**config.mk**
```make
export PLATFORM = sky130hd
export DESIGN_NAME = fifo_ctrl
export DESIGN_NICKNAME = d
export VERILOG_FILES = /design/src/rtl/fifo_ctrl.sv
export SDC_FILE = /design/constraint.sdc
export NUM_CORES = 1
export LEC_CHECK = 0
export ABC_AREA = 1
export ABC_CLOCK_PERIOD_IN_PS = 1900
export CORE_MARGIN = 2
export CORE_UTILIZATION = 33
export DETAILED_ROUTE_END_ITERATION = 10
export PLACE_DENSITY = 0.69
export SYNTH_ARGS = -nofsm -noshare
export SYNTH_HDL_FRONTEND = slang
export SYNTH_SLANG_ARGS = --single-unit
export TNS_END_PERCENT = 100
```
**constraint.sdc**
```tcl
create_clock -name clk -period 1.9 [get_ports clk]
set_input_delay 0.38 -clock clk [delete_from_list [all_inputs] [get_ports clk]]
set_output_delay 0.38 -clock clk [all_outputs]
set_load 0.005 [all_outputs]
```
**src/rtl/fifo_ctrl.sv**
```systemverilog
// fifo_ctrl: pointer and flag controller for a 16x8 dual-port synchronous RAM.
// Converts push/pop requests into RAM write/read strobes and addresses, and
// tracks occupancy, full/empty/almost flags, sticky errors and read-valid.
module fifo_ctrl #(
    parameter int ADDR_SIZE = 4,
    parameter int AFULL_TH  = 14,
    parameter int AEMPTY_TH = 2
) (
    input  logic                 clk,
    input  logic                 reset,
    input  logic                 push,
    input  logic                 pop,
    input  logic                 err_clr,
    output logic                 ram_write,
    output logic                 ram_read,
    output logic [ADDR_SIZE-1:0] wr_addr,
    output logic [ADDR_SIZE-1:0] rd_addr,
    output logic                 rd_valid,
    output logic                 full,
    output logic                 empty,
    output logic                 almost_full,
    output logic                 almost_empty,
    output logic [ADDR_SIZE:0]   count,
    output logic                 overflow,
    output logic                 underflow
);

    // Thresholds resized to the count width so comparisons are width-matched.
    localparam logic [ADDR_SIZE:0] AFULL_C  = (ADDR_SIZE+1)'(AFULL_TH);
    localparam logic [ADDR_SIZE:0] AEMPTY_C = (ADDR_SIZE+1)'(AEMPTY_TH);
    localparam logic [ADDR_SIZE:0] ONE_C    = (ADDR_SIZE+1)'(1);

    // Pointers carry one extra MSB that toggles on every address wrap, which
    // lets full and empty be told apart when the address bits match.
    logic [ADDR_SIZE:0] wr_ptr_r;
    logic [ADDR_SIZE:0] rd_ptr_r;
    logic               rd_valid_r;
    logic               overflow_r;
    logic               underflow_r;

    logic               full_s;
    logic               empty_s;
    logic               write_s;
    logic               read_s;
    logic [ADDR_SIZE:0] count_s;

    // Derive flags from the registered pointers and gate requests with them.
    always_comb begin
        empty_s = (wr_ptr_r == rd_ptr_r);
        full_s  = (wr_ptr_r[ADDR_SIZE-1:0] == rd_ptr_r[ADDR_SIZE-1:0]) &&
                  (wr_ptr_r[ADDR_SIZE] != rd_ptr_r[ADDR_SIZE]);
        count_s = wr_ptr_r - rd_ptr_r;
        write_s = push & ~full_s;
        read_s  = pop & ~empty_s;
    end

    // Advance the write pointer on every accepted push.
    always_ff @(posedge clk or negedge reset) begin
        if (!reset) begin
            wr_ptr_r <= '0;
        end else if (write_s) begin
            wr_ptr_r <= wr_ptr_r + ONE_C;
        end else begin
            wr_ptr_r <= wr_ptr_r;
        end
    end

    // Advance the read pointer on every accepted pop.
    always_ff @(posedge clk or negedge reset) begin
        if (!reset) begin
            rd_ptr_r <= '0;
        end else if (read_s) begin
            rd_ptr_r <= rd_ptr_r + ONE_C;
        end else begin
            rd_ptr_r <= rd_ptr_r;
        end
    end

    // The RAM registers data_out on the accepting edge, so valid follows by one cycle.
    always_ff @(posedge clk or negedge reset) begin
        if (!reset) begin
            rd_valid_r <= 1'b0;
        end else begin
            rd_valid_r <= read_s;
        end
    end

    // Sticky overflow: a fresh push-while-full wins over a simultaneous clear.
    always_ff @(posedge clk or negedge reset) begin
        if (!reset) begin
            overflow_r <= 1'b0;
        end else if (push && full_s) begin
            overflow_r <= 1'b1;
        end else if (err_clr) begin
            overflow_r <= 1'b0;
        end else begin
            overflow_r <= overflow_r;
        end
    end

    // Sticky underflow: a fresh pop-while-empty wins over a simultaneous clear.
    always_ff @(posedge clk or negedge reset) begin
        if (!reset) begin
            underflow_r <= 1'b0;
        end else if (pop && empty_s) begin
            underflow_r <= 1'b1;
        end else if (err_clr) begin
            underflow_r <= 1'b0;
        end else begin
            underflow_r <= underflow_r;
        end
    end

    assign ram_write    = write_s;
    assign ram_read     = read_s;
    assign wr_addr      = wr_ptr_r[ADDR_SIZE-1:0];
    assign rd_addr      = rd_ptr_r[ADDR_SIZE-1:0];
    assign rd_valid     = rd_valid_r;
    assign full         = full_s;
    assign empty        = empty_s;
    assign count        = count_s;
    assign almost_full  = (count_s >= AFULL_C);
    assign almost_empty = (count_s <= AEMPTY_C);
    assign overflow     = overflow_r;
    assign underflow    = underflow_r;

endmodule

```
==> results.sh, run 1 <==
export IMPL_syn_avg_cell_area_um2=7.33
export IMPL_min_period_ns=2.29
export IMPL_gr_usage_met2_pct=30.0
export IMPL_cts_clk_slew_worst_paths_ns=0.08
export IMPL_initial_core_util_pct=34.8
export IMPL_detail_route_antenna_nets=0
export IMPL_slowest_delay_ns=0.53
export IMPL_worstSetupStartpointType="register"
export IMPL_cp_arrival_ns=1.91
export IMPL_ioPinCount=27
export IMPL_cts_max_level=1
export IMPL_setup_slack_ns=-0.389
export IMPL_ys_warn_count=0
export IMPL_drc_errors=0
export IMPL_yosys_cell_types_count=23
export IMPL_finalInstanceArea_um2=1650
export IMPL_cp_required_ns=1.52
export IMPL_drv_cap=0
export IMPL_viasPerCell=4.63
export IMPL_setup_viol=10
export IMPL_p_leak_nw=0.896
export IMPL_maxSlewHeadroom_pct=58.2
export IMPL_status="finished, violations left"
export IMPL_top_usage_layer="met2"
export IMPL_first_iter_violations=14
export IMPL_violations="negative setup slack"
export IMPL_n_fill_cell=234
export IMPL_drt_first_pass_iters=4
export IMPL_post_route_util_pct=59.5
export IMPL_wl_per_cell_um=12.1
export IMPL_die_h_um=58.1
export IMPL_grt_pass1_vias=980
export IMPL_path_cells="inv_2 -> ha_4 -> inv_4 -> fa_2 -> inv_2 -> nor2_2 -> a21oi_2 -> nand3_1 -> nor2_1 -> buf_2"
export IMPL_tightestPinTransition_ns=0.625
export IMPL_rows=19
export IMPL_slew_viol_final=0
export IMPL_port_buffers=26
export IMPL_crit_family="adder cells"
export IMPL_ys_flop_type="dfrtp_1"
export IMPL_fin_crit_sh_pct=120
export IMPL_rsz0062_at_grt="yes"
export IMPL_crit_buf_inv=4
export IMPL_fin_nets=206
export IMPL_cts_buffer_depth=2
export IMPL_reg2reg_slack_ns=0.26
export IMPL_drive_above_1_share_pct=48.2
export IMPL_met3_usage_pct=3.13
export IMPL_dp_hpwl_um=1760
export IMPL_coreArea_um2=2780
export IMPL_critPathMaxFanout=2
export IMPL_ys_ff_latch=13
export IMPL_dieWidth_um=58.1
export IMPL_place_congestion=0.767
export IMPL_crit_slowest_cell="fa_2"
export IMPL_ir_worst_vdd_mv=1.58
export IMPL_finalHoldViolCount=0
export IMPL_grt_util_all_layers_pct=15.9
export IMPL_grt_pass1_wl_um=4140
export IMPL_wl_um=2710
export IMPL_synth_edf_count=0
export IMPL_grt_max_degree=14
export IMPL_min_path_type="input pin to async pin"
export IMPL_fin_worst_skew_ns=0.00169
export IMPL_numClockSinks=13
export IMPL_crit_path_end_kind="output port"
export IMPL_syn_area_um2=967
export IMPL_dpl_worst_slack_ns=-0.491
export IMPL_crit_path_frequent_cell="inv_2"
export IMPL_use_met1_pct=17.6
export IMPL_dpl_instance_area_um2=1370
export IMPL_syn_to_final_growth_pct=71.0
export IMPL_fmax_mhz=437
export IMPL_cts_root_buf="clkbuf_4"
export IMPL_n_antenna_cell=0
export IMPL_synthArstFlopShare_pct=100
export IMPL_vias=1038
export IMPL_ys_seq_area_share_pct=33.6
export IMPL_antenna_found_initial=0
export IMPL_grt_overflow_total=0
export IMPL_insertion_delay_ns=0.28
export IMPL_synthesis_nets=144
export IMPL_cts_buffers=3
export IMPL_synth_cells=132
export IMPL_cts_tree="done"
export IMPL_cts_hold_buffers=0
export IMPL_dieArea_um2=3380
export IMPL_path_class="register to output port"
export IMPL_cellPowerDensity_nw_per_um2=2250
through the flow:
step                TNS (ns)  total power [mW]  std cells  hold slack, ns
CTS                    -2.14              3.33        218           0.506
global route           -2.80              4.01        224           0.529
global placement       -2.45              2.69        202           0.501
finish                 -2.08              3.71        224           0.484
detailed placement     -2.91              2.77        202           0.506
floorplan            -0.0135              1.65        132          0.0844
final cells by class:
class	instances	area [um2]	area share, %
clock buffers	4	26.3	1.59
inverters	21	83.8	5.07
multi-input cells	89	609	36.8
flip-flops and latches	13	325	19.7
well taps	31	38.8	2.34
repair buffers	66	571	34.5
sequential cells by signal (all words and copies together), names as in the netlist:
name and flops:
underflow 1, overflow 1, rd_ptr_r 5, wr_ptr_r 5
rd_valid 1
timing repair:
item                                    in CTS  in global routing
endpoints found under the setup margin      11                 10
gates resized for setup                     61                 27
pin swaps                                   12                 15
buffers inserted                            13                  7
path summary, 6_finish.rpt:
path / start / endpoint / depth (start not counted)
max in group asynchronous: reset / rd_ptr_r[3] / 1
setup / recovery: wr_ptr_r[0] / almost_empty / 10
hold / removal: reset / wr_ptr_r[3] / 1
min in group clk: underflow / underflow / 2
hold reg to reg: underflow / underflow / 2
setup reg to reg: wr_ptr_r[3] / wr_ptr_r[1] / 11
synth_stat cells (2+ instances only):
| cell type | instances | area share, % |
|---|---|---|
| buf_4 | 8 | 6.2 |
| dfrtp_1 | 13 | 34 |
| ha_1 | 6 | 7.8 |
| inv_1 | 17 | 6.6 |
| inv_2 | 3 | 1.2 |
| nand2_1 | 45 | 17 |
| nand2_2 | 4 | 2.6 |
| nand2_4 | 3 | 3.5 |
| nand3_1 | 11 | 5.7 |
| nand4_1 | 2 | 1.3 |
| nor2_1 | 5 | 1.9 |
| o21ai_0 | 2 | 1.0 |
| xnor2_1 | 2 | 1.8 |
| xor2_1 | 2 | 1.8 |
cells by family after synthesis:
| logic type | after synthesis | synth area share [%] |
|---|---|---|
| xor gates and xnor gates | 4 | 3.62 |
| DFF | 13 | 33.6 |
| AOI/OAI and AO/OA | 4 | 2.07 |
| and+or+nand+nor | 74 | 35.7 |
| buffers and inverters | 30 | 15.1 |
| adders and majority gates | 7 | 9.83 |
power by group:
group,internal [mW],total [mW],switching (mW)
combinational,1.67,3.05,1.38
clock,0.0815,0.178,0.0967
sequential,0.389,0.484,0.0946
layer usage:
layer  part of all wire [%]  vias up
met5                      0        -
met4                    2.1        0
met3                    4.3        6
met2                     57       25
met1                     36      490
li1                       -      517
placed cells by master (no fill, tap or decap), drive strengths merged:
cell            n
inv            21
xor2            2
dfrtp          13
xnor2           2
or2             2
buf            49
clkdlybuf4s50  13
dlygate4sd2     1
dlymetal6s2s    2
nand2          52
nand3b          1
a21oi           1
clkbuf          5
nand4           2
ha              6
nand3          11
nor2            6
o21ai           3
fa              1
No activity file was read; power rests on OpenSTA's default activity.
==> run 2: changes to the inputs <==
==> constraint.sdc (replaced) <==
create_clock -name clk -period 1.9 [get_ports clk]
set_input_delay 0.285 -clock clk [delete_from_list [all_inputs] [get_ports clk]]
set_output_delay 0.285 -clock clk [all_outputs]
set_load 0.005 [all_outputs]
==> run 2 against run 1 <==
  * The run still ends with negative setup slack left
  * Global-route usage fell by 0.49 points
  * Wire length fell by 8.3%
  * Die area stayed put
==> results.sh, run 2 (synthesized netlist as in run 1, its figures left out) <==
export IMPL_critPathMaxFanout=2
export IMPL_setup_viol=7
export IMPL_setup_slack_ns=-0.316
export IMPL_initial_core_util_pct=34.8
export IMPL_place_congestion=0.768
export IMPL_cts_max_level=1
export IMPL_dieWidth_um=58.1
export IMPL_port_buffers=26
export IMPL_die_h_um=58.1
export IMPL_drv_cap=0
export IMPL_fin_nets=204
export IMPL_crit_path_end_kind="output port"
export IMPL_crit_buf_inv=5
export IMPL_post_route_util_pct=56.8
export IMPL_n_fill_cell=259
export IMPL_cts_clk_slew_worst_paths_ns=0.08
export IMPL_grt_util_all_layers_pct=15.4
export IMPL_vias=1011
export IMPL_insertion_delay_ns=0.28
export IMPL_antenna_found_initial=0
export IMPL_dp_hpwl_um=1770
export IMPL_slowest_delay_ns=0.53
export IMPL_dpl_instance_area_um2=1360
export IMPL_grt_pass1_vias=963
export IMPL_grt_overflow_total=0
export IMPL_internal_power_mw=1.99
export IMPL_rsz0062_at_grt="yes"
export IMPL_dr_wl_met3_um=104
export IMPL_first_iter_violations=12
export IMPL_worstSetupStartpointType="register"
export IMPL_switching_power_mw=1.44
export IMPL_reg2reg_slack_ns=0.24
export IMPL_seqPwrFrac_pct=13.9
export IMPL_drt_first_pass_iters=4
export IMPL_fmax_mhz=451
export IMPL_tightestPinTransition_ns=0.638
export IMPL_ioPinCount=27
export IMPL_ir_worst_vdd_mv=1.45
export IMPL_drive_above_1_share_pct=46.1
export IMPL_wl_per_cell_um=11.2
export IMPL_drc_errors=0
export IMPL_rows=19
export IMPL_grt_pass1_wl_um=4040
export IMPL_violations="negative setup slack"
export IMPL_met1_length_um=984
export IMPL_clkPwrFrac_pct=5.3
export IMPL_crit_family="adder cells"
export IMPL_n_antenna_cell=0
export IMPL_cts_tree="done"
export IMPL_cts_root_buf="clkbuf_4"
export IMPL_cp_arrival_ns=1.93
export IMPL_detail_route_antenna_nets=0
export IMPL_cts_buffer_depth=2
export IMPL_viasPerCell=4.55
export IMPL_finalInstanceArea_um2=1580
export IMPL_grt_max_degree=14
export IMPL_wl_um=2490
export IMPL_status="finished, violations left"
export IMPL_cts_buffers=3
export IMPL_crit_path_frequent_cell="inv_2"
export IMPL_top_regs="rd_ptr_r x5, wr_ptr_r x5"
export IMPL_route_met2_wl_um=1370
export IMPL_coreArea_um2=2780
export IMPL_fin_crit_sh_pct=117
export IMPL_path_cells="inv_2 -> ha_4 -> inv_2 -> fa_2 -> inv_2 -> buf_4 -> nor2_1 -> nand2_1 -> nand2_1 -> buf_2"
export IMPL_cellPowerDensity_nw_per_um2=2170
export IMPL_power_total_mw=3.43
export IMPL_switching_share_pct=42.0
export IMPL_syn_to_final_growth_pct=63.3
export IMPL_maxSlewHeadroom_pct=57.3
export IMPL_mostFrequentLayoutCell="nand2_1"
export IMPL_fin_worst_skew_ns=0.00102
export IMPL_numClockSinks=13
export IMPL_dpl_worst_slack_ns=-0.402
export IMPL_highest_layer="met4"
export IMPL_p_leak_nw=0.831
export IMPL_comb_power_share_pct=80.8
export IMPL_slew_viol_final=0
export IMPL_layout_common_cells="nand2_1, buf_4, clkdlybuf4s50_1, inv_2, dfrtp_1"
export IMPL_hold_slack_ns=0.389
export IMPL_min_path_type="input pin to async pin"
export IMPL_finalHoldViolCount=0
export IMPL_dieArea_um2=3380
export IMPL_cp_required_ns=1.62
export IMPL_min_period_ns=2.22
export IMPL_crit_slowest_cell="fa_2"
export IMPL_path_class="register to output port"
run 2: cell count changes in the layout (fill, tap and decap cells not counted), moves of 2 or more:
cell and delta:
nand2_4 -2, buf_2 +2, nand2_1 +3, buf_4 +4
clkdlybuf4s50_1 +3, dlymetal6s2s_1 -2, buf_6 -8
run 2: worst paths after layout:
path | startpoint | end | depth (start not counted)
max | wr_ptr_r[0] | almost_full | 10
min | reset | overflow | 1
max reg2reg | wr_ptr_r[2] | rd_ptr_r[1] | 10
min reg2reg | underflow | underflow | 2
max in group asynchronous | reset | rd_ptr_r[1] | 1
min in group clk | underflow | underflow | 2
run 2: power groups by stage:
stage / clock [mW] / sequential (mW) / combinational, mW
floorplan: 0 / 0.505 / 1.14
global placement: 0 / 0.462 / 2.20
detailed placement: 0 / 0.464 / 2.28
CTS: 0.186 / 0.469 / 2.46
global route: 0.196 / 0.489 / 3.05
finish: 0.181 / 0.477 / 2.78
run 2: what timing repair did:
| item | in CTS | in global routing |
|---|---|---|
| gates resized for setup | 53 | 17 |
| buffers inserted | 9 | 8 |
| setup endpoints to repair | 10 | 10 |
| hold buffers | 0 | 0 |
| pin swaps | 17 | 15 |
run 2: final cells by class:
cell class	instances	area, um2	share of cell area [%]
multi-input combinational	89	584	37.0
timing repair buffer	64	523	33.1
sequential	13	325	20.6
inverter	21	81.3	5.15
tap	31	38.8	2.46
clock buffer	4	26.3	1.66
run 2: metrics by stage:
stage / std cells / setup TNS, ns
after floorplan: 132 / 0
after global placement: 201 / -1.51
after detailed placement: 201 / -1.88
after CTS: 214 / -1.16
after global routing: 222 / -1.74
final: 222 / -1.16
run 2: worst reg2reg max path, cell delays in order (launching register included):
cell and delay [ns]:
dfrtp_1 0.42, ha_4 0.32, buf_6 0.10, nand2_4 0.04, nor2_4 0.12, buf_6 0.11
nand2_4 0.06, buf_4 0.13, buf_4 0.14, nand3_1 0.06, nand2_1 0.06
run 2: layer usage:
layer	vias up	global-route usage, %
met5	-	0
met4	0	5.98
li1	519	-
met3	3	1.79
met1	465	17.6
met2	24	28.7
